--- src/rtl/axictrl_sched.sv ---
// Job sequencer for the DDR copy engine: splits one large copy request into
// buffer-sized chunks, runs the engine start/done handshake and a per-chunk watchdog.
module axictrl_sched #(
    parameter int unsigned MAX_CHUNK    = 512,
    parameter int unsigned STRIDE_SHIFT = 4,
    parameter int unsigned GAP_CYCLES   = 2,
    parameter int unsigned TMO_WIDTH    = 16
) (
    input  logic                 I_clk,
    input  logic                 I_rst,
    input  logic                 I_start,
    input  logic                 I_abort,
    input  logic [27:0]          I_base_addr,
    input  logic [31:0]          I_total_len,
    input  logic [TMO_WIDTH-1:0] I_timeout,
    output logic                 O_busy,
    output logic                 O_done,
    output logic                 O_err,
    output logic [15:0]          O_chunk_cnt,
    output logic                 O_ap_start,
    output logic [27:0]          O_base_addr,
    output logic [31:0]          O_len,
    input  logic                 I_ap_done
);

    localparam logic [2:0] S_IDLE = 3'd0;
    localparam logic [2:0] S_LOAD = 3'd1;
    localparam logic [2:0] S_RUN  = 3'd2;
    localparam logic [2:0] S_GAP  = 3'd3;
    localparam logic [2:0] S_FIN  = 3'd4;
    localparam logic [2:0] S_ERR  = 3'd5;

    localparam int unsigned      GAP_W    = (GAP_CYCLES > 1) ? $clog2(GAP_CYCLES) : 1;
    localparam logic [GAP_W-1:0] GAP_LAST = GAP_W'(GAP_CYCLES - 1);
    localparam logic [31:0]      MAX_LEN  = 32'(MAX_CHUNK);

    logic [2:0]           state_q, state_d;
    logic [27:0]          addr_q, addr_d;
    logic [31:0]          rem_q, rem_d;
    logic [31:0]          len_q, len_d;
    logic [27:0]          baseOut_q, baseOut_d;
    logic [TMO_WIDTH-1:0] tmo_q, tmo_d;
    logic [TMO_WIDTH-1:0] wdog_q, wdog_d;
    logic [GAP_W-1:0]     gap_q, gap_d;
    logic [15:0]          chunkCnt_q, chunkCnt_d;
    logic                 err_q, err_d;
    logic                 busy_q, done_q, apStart_q;

    logic [31:0] remAfter;
    logic [27:0] stepAddr;

    // len_q doubles as the current chunk size, so the step uses the registered engine length.
    assign remAfter = rem_q - len_q;
    assign stepAddr = addr_q + 28'(len_q << STRIDE_SHIFT);

    always_comb begin
        state_d    = state_q;
        addr_d     = addr_q;
        rem_d      = rem_q;
        len_d      = len_q;
        baseOut_d  = baseOut_q;
        tmo_d      = tmo_q;
        wdog_d     = wdog_q;
        gap_d      = gap_q;
        chunkCnt_d = chunkCnt_q;
        err_d      = err_q;

        if (I_abort && state_q != S_IDLE) begin
            state_d = S_IDLE;
        end else begin
            case (state_q)
                S_IDLE: begin
                    if (I_start) begin
                        addr_d     = I_base_addr;
                        rem_d      = I_total_len;
                        tmo_d      = I_timeout;
                        chunkCnt_d = '0;
                        err_d      = 1'b0;
                        state_d    = S_LOAD;
                    end
                end
                // A zero-length request also passes through LOAD, which places its done pulse two cycles after start.
                S_LOAD: begin
                    len_d     = (rem_q > MAX_LEN) ? MAX_LEN : rem_q;
                    baseOut_d = addr_q;
                    wdog_d    = '0;
                    state_d   = (rem_q == '0) ? S_FIN : S_RUN;
                end
                S_RUN: begin
                    if (I_ap_done) begin
                        rem_d      = remAfter;
                        addr_d     = stepAddr;
                        chunkCnt_d = (chunkCnt_q == 16'hFFFF) ? chunkCnt_q : chunkCnt_q + 16'd1;
                        gap_d      = '0;
                        state_d    = (remAfter == '0) ? S_FIN : S_GAP;
                    end else begin
                        wdog_d = wdog_q + TMO_WIDTH'(1);
                        if (tmo_q != '0 && wdog_q == tmo_q) begin
                            err_d   = 1'b1;
                            state_d = S_ERR;
                        end
                    end
                end
                S_GAP: begin
                    if (gap_q == GAP_LAST) begin
                        state_d = S_LOAD;
                    end else begin
                        gap_d = gap_q + GAP_W'(1);
                    end
                end
                S_FIN:   state_d = S_IDLE;
                S_ERR:   state_d = S_IDLE;
                default: state_d = S_IDLE;
            endcase
        end
    end

    // Status outputs are registered from the next state so they line up with the state they describe.
    always_ff @(posedge I_clk or posedge I_rst) begin
        if (I_rst) begin
            state_q    <= S_IDLE;
            addr_q     <= '0;
            rem_q      <= '0;
            len_q      <= '0;
            baseOut_q  <= '0;
            tmo_q      <= '0;
            wdog_q     <= '0;
            gap_q      <= '0;
            chunkCnt_q <= '0;
            err_q      <= 1'b0;
            busy_q     <= 1'b0;
            done_q     <= 1'b0;
            apStart_q  <= 1'b0;
        end else begin
            state_q    <= state_d;
            addr_q     <= addr_d;
            rem_q      <= rem_d;
            len_q      <= len_d;
            baseOut_q  <= baseOut_d;
            tmo_q      <= tmo_d;
            wdog_q     <= wdog_d;
            gap_q      <= gap_d;
            chunkCnt_q <= chunkCnt_d;
            err_q      <= err_d;
            busy_q     <= (state_d != S_IDLE);
            done_q     <= (state_d == S_FIN);
            apStart_q  <= (state_d == S_RUN);
        end
    end

    assign O_busy      = busy_q;
    assign O_done      = done_q;
    assign O_err       = err_q;
    assign O_chunk_cnt = chunkCnt_q;
    assign O_ap_start  = apStart_q;
    assign O_base_addr = baseOut_q;
    assign O_len       = len_q;

endmodule

--- config.mk ---
export PLATFORM = sky130hd
export DESIGN_NAME = axictrl_sched
export DESIGN_NICKNAME = d
export VERILOG_FILES = /design/src/rtl/axictrl_sched.sv
export SDC_FILE = /design/constraint.sdc
export NUM_CORES = 1
export LEC_CHECK = 0
export CAP_MARGIN = 25
export CORE_ASPECT_RATIO = 0.6
export CORE_MARGIN = 2
export CORE_UTILIZATION = 60
export CTS_BUF_LIST = sky130_fd_sc_hd__clkbuf_8
export DETAILED_ROUTE_END_ITERATION = 7
export PLACE_DENSITY = 0.87
export SKIP_CTS_REPAIR_TIMING = 1
export SLEW_MARGIN = 20
export SYNTH_ARGS = -nofsm -noshare
export SYNTH_HDL_FRONTEND = slang
export SYNTH_SLANG_ARGS = --single-unit
--- constraint.sdc ---
create_clock -name I_clk -period 13.8 [get_ports I_clk]
set_input_delay 1.38 -clock I_clk [delete_from_list [all_inputs] [get_ports I_clk]]
set_output_delay 1.38 -clock I_clk [all_outputs]
set_load 0.01 [all_outputs]
=== Yosys cells after proc, flatten, opt, wreduce, memory -nomap -nowiden ===
Index checks and enable logic that the tools add are counted.

* Add/sub/neg operators: 5
* Order comparisons: 1
* Equal/unequal tests: 12
* Multiplexer cells: 28
* Bitwise logic cells: 1
* Reduce and logical (&&, ||, !) cells: 18

{| class="wikitable"
|+ Operators with widths
! operator !! count
|-
| 32-bit two-way mux || 3
|-
| 32-bit zero test || 2
|-
| 16-bit two-way mux || 4
|-
| 16-bit case mux with 2 select lines || 2
|-
| 32-bit case mux with 2 select lines || 1
|-
| 28-bit two-way mux || 2
|-
| 28-bit case mux with 2 select lines || 1
|-
| 16-bit by 1-bit adder with 16-bit output, second input constant || 2
|-
| 32-bit by 10-bit greater-than comparator with 1-bit output, second input constant || 1
|-
| 32-bit subtractor || 1
|-
| 28-bit adder || 1
|-
| 3-bit two-way mux || 7
|-
| 16-bit == test || 1
|-
| 16-bit == test, second input constant || 1
|-
| 16-bit nonzero test || 1
|-
| 3-bit case mux with 4 select lines || 1
|-
| 2-bit inequality test, second input constant || 5
|-
| 5-bit AND reduction || 2
|-
| 3-bit by 2-bit == test with 1-bit output, second input constant || 3
|-
| 3-bit AND reduction || 3
|-
| 2-bit nonzero test || 3
|-
| 3-bit nonzero test || 2
|-
| 1-bit two-way mux || 5
|-
| 1-bit case mux with 2 select lines || 2
|-
| 8 further kinds || 9
|}

* Register bits: 176
* Input bits: 81
* Output and inout port bits: 80
* Logic and storage cells: 78

=== Depth between registers and ports, before layout ===
Gate-level depths: netlist of the first run.

* Depth in word-level cells: 7
* Gate-level depth with buffers: 14
* Mapped depth without buffers: 14

=== Least setup slack after synthesis of the first run ===
No wires, ideal clock.

* Kind: reg-to-reg
* From: reg len_q[0], in the netlist O_len[0]
* To: reg apStart_q, in the netlist O_ap_start
* Arrival time: 3.393 ns
* Data required time: 13.734 ns
* Path slack: 10.341 ns
* Cell stages (with the launch flop): 14
* Path buffers: 0
* Clock period less this slack: 3.459 ns
* Path through: dfrtp_1 ha_1 fa_1 nand2b_1 a21oi_1 o31ai_4 a211oi_2 nor3_4 a21boi_1 xor2_1 or4_4 nor4_4 and2_1 o311a_1

* Longest elaborated chain between the ends: 7

{| class="wikitable"
|+ Ends and longest elaborated chain
! what !! RTL line !! RTL
|-
| start: declaration || 40 || <nowiki>logic [31:0] len_q, len_d;</nowiki>
|-
| start signal: assignment || 138 || <nowiki>len_q <= len_d;</nowiki>
|-
| 32-bit subtractor || 53 || <nowiki>assign remAfter = rem_q - len_q;</nowiki>
|-
| 32-bit zero test || 95 || <nowiki>state_d = (remAfter == '0) ? S_FIN : S_GAP;</nowiki>
|-
| 3-bit two-way mux || 95 ||
|-
| 3-bit two-way mux || 90 || <nowiki>if (I_ap_done) begin</nowiki>
|-
| 3-bit case mux with 4 select lines || 71 || <nowiki>case (state_q)</nowiki>
|-
| 3-bit two-way mux || 68 || <nowiki>if (I_abort && state_q != S_IDLE) begin</nowiki>
|-
| 3-bit by 2-bit == test with 1-bit output || 147 || <nowiki>apStart_q <= (state_d == S_RUN);</nowiki>
|-
| end signal: assignment || 147 ||
|-
| end: declaration || 47 || <nowiki>logic busy_q, done_q, apStart_q;</nowiki>
|}

No other way between the ends.
A chain may end at the register's enable or synchronous reset.

=== Worst setup path after layout of the first run ===
* From: in I_ap_done
* To: reg state_q[0]

* Longest elaborated chain between the ends: 3

{| class="wikitable"
|+ Ends and longest elaborated chain
! what !! RTL line !! RTL
|-
| start: declaration || 23 || <nowiki>input logic I_ap_done</nowiki>
|-
| 3-bit two-way mux || 90 ||
|-
| 3-bit case mux with 4 select lines || 71 ||
|-
| 3-bit two-way mux || 68 ||
|-
| net state_d[0] || 37 || <nowiki>logic [2:0] state_q, state_d;</nowiki>
|-
| end signal: assignment || 135 || <nowiki>state_q <= state_d;</nowiki>
|-
| end: declaration || 37 ||
|}

The timed path passes the listed nets, and every way through them passes these cells.

==> reports/metrics.cfg, run 1 <==
[job]
maxCapViolCount = 0

[worst_setup_path]
start_kind = input port
startpoint = I_ap_done
r2r_setup_slack_ns = 9.69
crit_type = input port to register
critPathMaxFanout = 8
cpMostUsedCell = nand4b_1
crit_arrival_ns = 4.46
r2r_start = O_len[11]
slowest_delay_ns = 0.80
slowest_stage = clkdlybuf4s50_1
critPathCaptureType = register
cp.required_ns = 14.12
cp_cell_sequence = clkdlybuf4s50_1, nand4_1, o21ba_2, nand4b_1, nor4b_2, nand4b_1, or4_4, nor4_4, and2_1, o41ai_1

[clocking]
clk_pin_slew_ns = 0.09
numCtsBuffers = 17
cts_max_level = 4
cts-root-buf = clkbuf_8
cts_tree = built
cts_buffer_depth = 2
clock_sinks = 176
clk_latency_ns = 0.47

[placement]
placed_cells = 1648
dp_hpwl_microns = 23700
routabilityCongestion = 1.03
io_buffers = 160

[pwr]
p_leak_nw = 5.60
cellPowerDensity_nw_per_um2 = 212
ir_drop_v = 0.000108

[logic_synthesis]
yosysWarnings = 0
avgSynthCellArea_sq_um = 8.52
synth.area.mux_share_pct = 2.50
synth_adder_area_share_pct = 6.71
synthSimpleGateAreaFrac_pct = 23.2
yosysUniqueCellTypes = 83
synth_flop_cell = dfrtp_1
ys_ff_latch = 176
netlist_area_sq_um = 11000
synthArstFlopShare_pct = 100
yosysTopAreaCellShare_pct = 39.9
synth_most_common_cell = nand2_1
ys_top_cells_by_area = dfrtp_1 40%, nand2_1 7.0%, ha_1 6.3%
syn_inst = 1296
synth_xor_area_share_pct = 6.18
yosys.area.top_type = dfrtp_1
synth_compound_gate_area_share_pct = 17.8
yosys-top-cells-count = 206 x nand2_1, 176 x dfrtp_1, 161 x nor2_1
synth_edf_count = 0
syn_nets = 1435
yosysSeqAreaShare_pct = 39.9
synth_top_family_by_area = simple AND/OR/NAND/NOR gates

[floorplanning]
dieArea_sq_um = 19500
io_pins = 161
design.core.area_sq_um = 18100
row_count = 38
die_y_microns = 109
die_x_microns = 179
start_util_pct = 61.1

[cells_and_area]
fillerInstances = 1382
stdcell_count = 1682
fin_nets = 1568
n_antenna_cell = 0
syn_to_final_growth_pct = 19.7
layout-drive-gt1-share_pct = 6.80

[drt]
routed_wl_microns = 32100
firstDrtPassIters = 6
drc = 0
viasPerCell = 6.19
drtIter0Drc = 1263
vias = 10400
wl_per_cell_microns = 19.1
drt.antenna.violating_nets = 0

[timing]
tightest_slew_ns = 0.942
maxSlewViolCount = 0
fin_tns_setup_ns = 0
period_needed_ns = 4.14
relSlewSlack_pct = 37.2
finalHoldViolations = 0
rsz0062_at_grt = no
post-route-period-util_pct = 30.0
setup_viol = 0
fin_skew_ns = 0.0143
fmax_mhz = 242

[grt]
grtUsageMet1_pct = 50.2
grt_pass1_wl_microns = 50200
grt_pass1_vias = 9594
met3_usage_pct = 9.97
met2_usage_pct = 46.9
grt-ovfl-total = 0
grt.busiest_layer = met1
antenna_found_initial = 0
grt_max_degree = 104
grt_use_total_pct = 33.5

[worst_hold_path]
hp-start = O_base_addr[6]
hp-class = register to register

[run_status]
status = finished, final reports clean

==> routing by layer <==
metal  vias up  wire length [microns]
li1       4831                      -
met5         -                      0
met1      4962                  14500
met2       566                  13200
met4         0                    579
met3        50                   3760
==> power breakdown <==
| part | internal (mW) | switching (mW) |
|---|---|---|
| logic | 0.637 | 0.978 |
| registers | 0.679 | 0.157 |
| clock network | 0.147 | 0.199 |
| total | 1.46 | 1.33 |
==> sequential cells by signal, summed over array words and instances, names as in the netlist <==
register and flops:
O_len 32, rem_q 32, O_base_addr 28, addr_q 28, O_chunk_cnt 16, tmo_q 16, wdog_q 16, state_q 3
O_ap_start 1, O_busy 1, O_done 1, O_err 1, gap_q 1
==> cells by family after synthesis <==
logic type      Yosys count
buf+inv                 104
mux                      25
flops                   176
compound gates          308
fa+ha+maj                58
xor+xnor                 78
simple gates            547
==> critical path: cells and delay by family <==
| family | cells | cell delay [ns] |
|---|---|---|
| and+or+nand+nor | 7 | 1.89 |
| AOI/OAI and AO/OA | 2 | 0.37 |
| buffers and inverters | 1 | 0.80 |
==> per-stage QoR <==
stage / utilization, % / setup slack [ns] / cell area (sq um) / hold WS, ns / power (mW)
6_report: 73.2 / 9.66 / 13200 / 0.481 / 2.80
5_1_grt: 73.2 / 9.51 / 13200 / 0.501 / 2.98
3_3_place_gp: 70.9 / 9.41 / 12800 / 0.447 / 2.34
4_1_cts: 72.9 / 9.79 / 13200 / 0.482 / 2.74
2_1_floorplan: - / 7.65 / 11000 / 0.435 / 1.93
3_5_place_dp: 70.9 / 9.30 / 12800 / 0.460 / 2.39
==> path summary, 6_finish.rpt <==
check | to | cells past startpoint
setup reg to reg | state_q[0] | 12
max in group asynchronous | rem_q[25] | 4
hold reg to reg | O_base_addr[6] | 2
hold / removal | O_base_addr[6] | 2
min in group asynchronous | O_base_addr[9] | 2
setup / recovery | state_q[0] | 10
==> cell usage in the layout, fill, tap and decap left out, drive strengths merged, types with 10 or more instances in the layout <==
cell type,instances
nand2,206
dfrtp,176
nor2,161
clkdlybuf4s50,160
a21oi,89
o21ai,72
ha,56
inv,53
xnor2,44
xor2,34
a31oi,29
nand3,28
nand4,24
nor3,22
mux2,21
a21o,19
a211oi,19
clkbuf,18
nand2b,16
or3,15
nor4,14
o21a,13
o31ai,12
or2,10
buf,10
==> layout make-up <==
class | instances | area, sq um | area share (%)
timing repair buffer | 170 | 1710 | 12.9
multi-input combinational | 1016 | 6260 | 47.3
clock inverter | 14 | 120 | 0.908
tap | 240 | 300 | 2.27
clock buffer | 18 | 248 | 1.87
sequential | 176 | 4400 | 33.3
inverter | 48 | 185 | 1.40
Power figures use the tool's default switching activity.
==> inputs of run 2 (changes only) <==
Settings changed: CORE_UTILIZATION 60 to 57, PLACE_DENSITY 0.87 to 0.83.
Clock period 13.8 ns to 4 ns, I/O delays scaled along.
==> reports/metrics.cfg, run 2 (same netlist as run 1, synthesis figures left out) <==
[pwr]
p_sw_share_pct = 46.9  ; was 47.7%
p_seq_share_pct = 29.3  ; was 29.9%
ir_drop_v = 0.000426  ; was 0.000108 V
cellInternalPower_mw = 5.18  ; was 1.46 mW
switchingPower_mw = 4.57  ; was 1.33 mW
cellPowerDensity_nw_per_um2 = 728  ; was 212 nW/um^2
combPwrFrac_pct = 58.6  ; was 57.7%
pwr-share-clk_pct = 12.0  ; was 12.4%
p_leak_nw = 5.68  ; was 5.60 nW

[cells_and_area]
layout-drive-gt1-share_pct = 8.01  ; was 6.80%
fin_nets = 1578  ; was 1568
layout_commonest_cell = nand2_1  ; unchanged
stdcell_count = 1695  ; was 1682
n_antenna_cell = 0  ; unchanged
final_util_pct = 70.3  ; was 73.2%
syn_to_final_growth_pct = 21.2  ; was 19.7%
final_cell_mix = 206 x nand2_1, 176 x dfrtp_1, 160 x clkdlybuf4s50_1  ; unchanged

[timing]
period_needed_ns = 3.87
post-route-period-util_pct = 96.8
worst_slack_ns = 0.128  ; was 9.66 ns
fin_skew_ns = 0.0155  ; was 0.0143 ns
relSlewSlack_pct = 39.0  ; was 37.2%
maxSlewViolCount = 0  ; unchanged
rsz0062_at_grt = no  ; unchanged
setup_viol = 0  ; unchanged
tightest_slew_ns = 0.916  ; was 0.942 ns
fin_tns_setup_ns = 0  ; unchanged
finalHoldViolations = 0  ; unchanged
fmax_mhz = 258

[floorplanning]
die_x_microns = 184  ; was 179 microns
row_count = 39  ; was 38
io_pins = 161  ; unchanged
dieArea_sq_um = 20500  ; was 19500 sq um
die_y_microns = 112  ; was 109 microns
start_util_pct = 58.0  ; was 61.1%
design.core.area_sq_um = 19000  ; was 18100 sq um

[drt]
firstDrtPassIters = 5  ; was 6
drc = 0  ; unchanged
drt.antenna.violating_nets = 0  ; unchanged
viasPerCell = 6.08  ; was 6.19
routed_wl_microns = 33000  ; was 32100 microns
drtIter0Drc = 1303  ; was 1263
vias = 10300  ; was 10400
wl_per_cell_microns = 19.4  ; was 19.1 microns

[grt]
grt_use_total_pct = 33.1  ; was 33.5%
antenna_found_initial = 0  ; unchanged
grt-ovfl-total = 0  ; unchanged
grt_pass1_wl_microns = 53200  ; was 50200 microns
grt_max_degree = 87  ; was 104
grt_pass1_vias = 9854  ; was 9594

[worst_setup_path]
cp_num_buf_inv = 0  ; was 1
cp_top_family = simple AND/OR/NAND/NOR gates  ; unchanged
critPathCaptureType = register  ; unchanged
cp_cell_sequence = ha_1, fa_1, nand2b_1, a21oi_4, o31ai_4, a211oi_2, nor3_4, a21boi_1, xor2_1, or4_4, nor4_4, and2_1, o41ai_1  ; was clkdlybuf4s50_1, nand4_1, o21ba_2, nand4b_1, nor4b_2, nand4b_1, or4_4, nor4_4, and2_1, o41ai_1
start_kind = register  ; was input port
critPathMaxFanout = 5  ; was 8
crit_arrival_ns = 4.21  ; was 4.46 ns
crit_type = register to register  ; was input port to register
cp.required_ns = 4.33  ; was 14.12 ns
slowest_stage = or4_4  ; was clkdlybuf4s50_1
slowest_delay_ns = 0.55  ; was 0.80 ns

[run_status]
status = finished, final reports clean  ; unchanged

[job]
maxCapViolCount = 0  ; unchanged

[clocking]
cts_tree = built  ; unchanged
clock_sinks = 176  ; unchanged
cts_max_level = 4  ; unchanged
clk_latency_ns = 0.48  ; was 0.47 ns
cts_buffer_depth = 2  ; unchanged
clk_pin_slew_ns = 0.09  ; about the same
cts-root-buf = clkbuf_8  ; unchanged
numCtsBuffers = 17  ; unchanged

[placement]
dp_hpwl_microns = 24500  ; was 23700 microns
routabilityCongestion = 0.946  ; was 1.03
placed_cells = 1665  ; was 1648
dp_slack_ns = 0.0515  ; was 9.30 ns
io_buffers = 160  ; unchanged

[worst_hold_path]
hp-class = input port to async pin  ; was register to register

-- run 2: power by group through the flow --
| stage | Sequential (mW) | Clock, mW | Combinational, mW |
|---|---|---|---|
| finish | 2.86 | 1.17 | 5.72 |
| detailed placement | 2.87 | 0 | 5.49 |
| global placement | 2.85 | 0 | 5.42 |
| floorplan | 2.78 | 0 | 3.87 |
| global route | 2.93 | 1.27 | 6.28 |
| CTS | 2.84 | 1.18 | 5.54 |
-- run 2: metal layers --
| layer | GRT usage (%) | wire length, microns |
|---|---|---|
| met1 | 50.3 | 15400 |
| met2 | 48.2 | 14200 |
| met3 | 7.82 | 3030 |
| met4 | 6.72 | 355 |
| met5 | 0 | 0 |
-- run 2: final timing paths --
path / start / to / slack, ns / depth (start not counted)
worst max-delay path: O_len[0] / state_q[0] / 0.13 / 13
worst min-delay path: I_rst / O_chunk_cnt[7] / 0.23 / 2
worst max register to register: O_len[0] / state_q[0] / 0.13 / 13
worst min register to register: addr_q[3] / O_base_addr[3] / 0.47 / 2
max in group asynchronous: I_rst / state_q[2] / 2.93 / 4
min in group I_clk: addr_q[3] / O_base_addr[3] / 0.47 / 2
-- run 2: cell type report --
cell class / instances / area (sq um)
inverter: 48 / 184
fill: 1503 / 5640
sequential: 176 / 4400
clock inverter: 8 / 67.6
multi-input combinational: 1016 / 6330
timing repair buffer: 180 / 1800
tap: 246 / 308
clock buffer: 21 / 289
-- run 2: metrics by stage --
stage	power [mW]	area, sq um	hold WS [ns]
finish	9.75	13400	0.230
global placement	8.28	12900	0.446
detailed placement	8.37	12900	0.449
floorplan	6.65	11000	0.435
global route	10.5	13400	0.225
CTS	9.56	13300	0.453
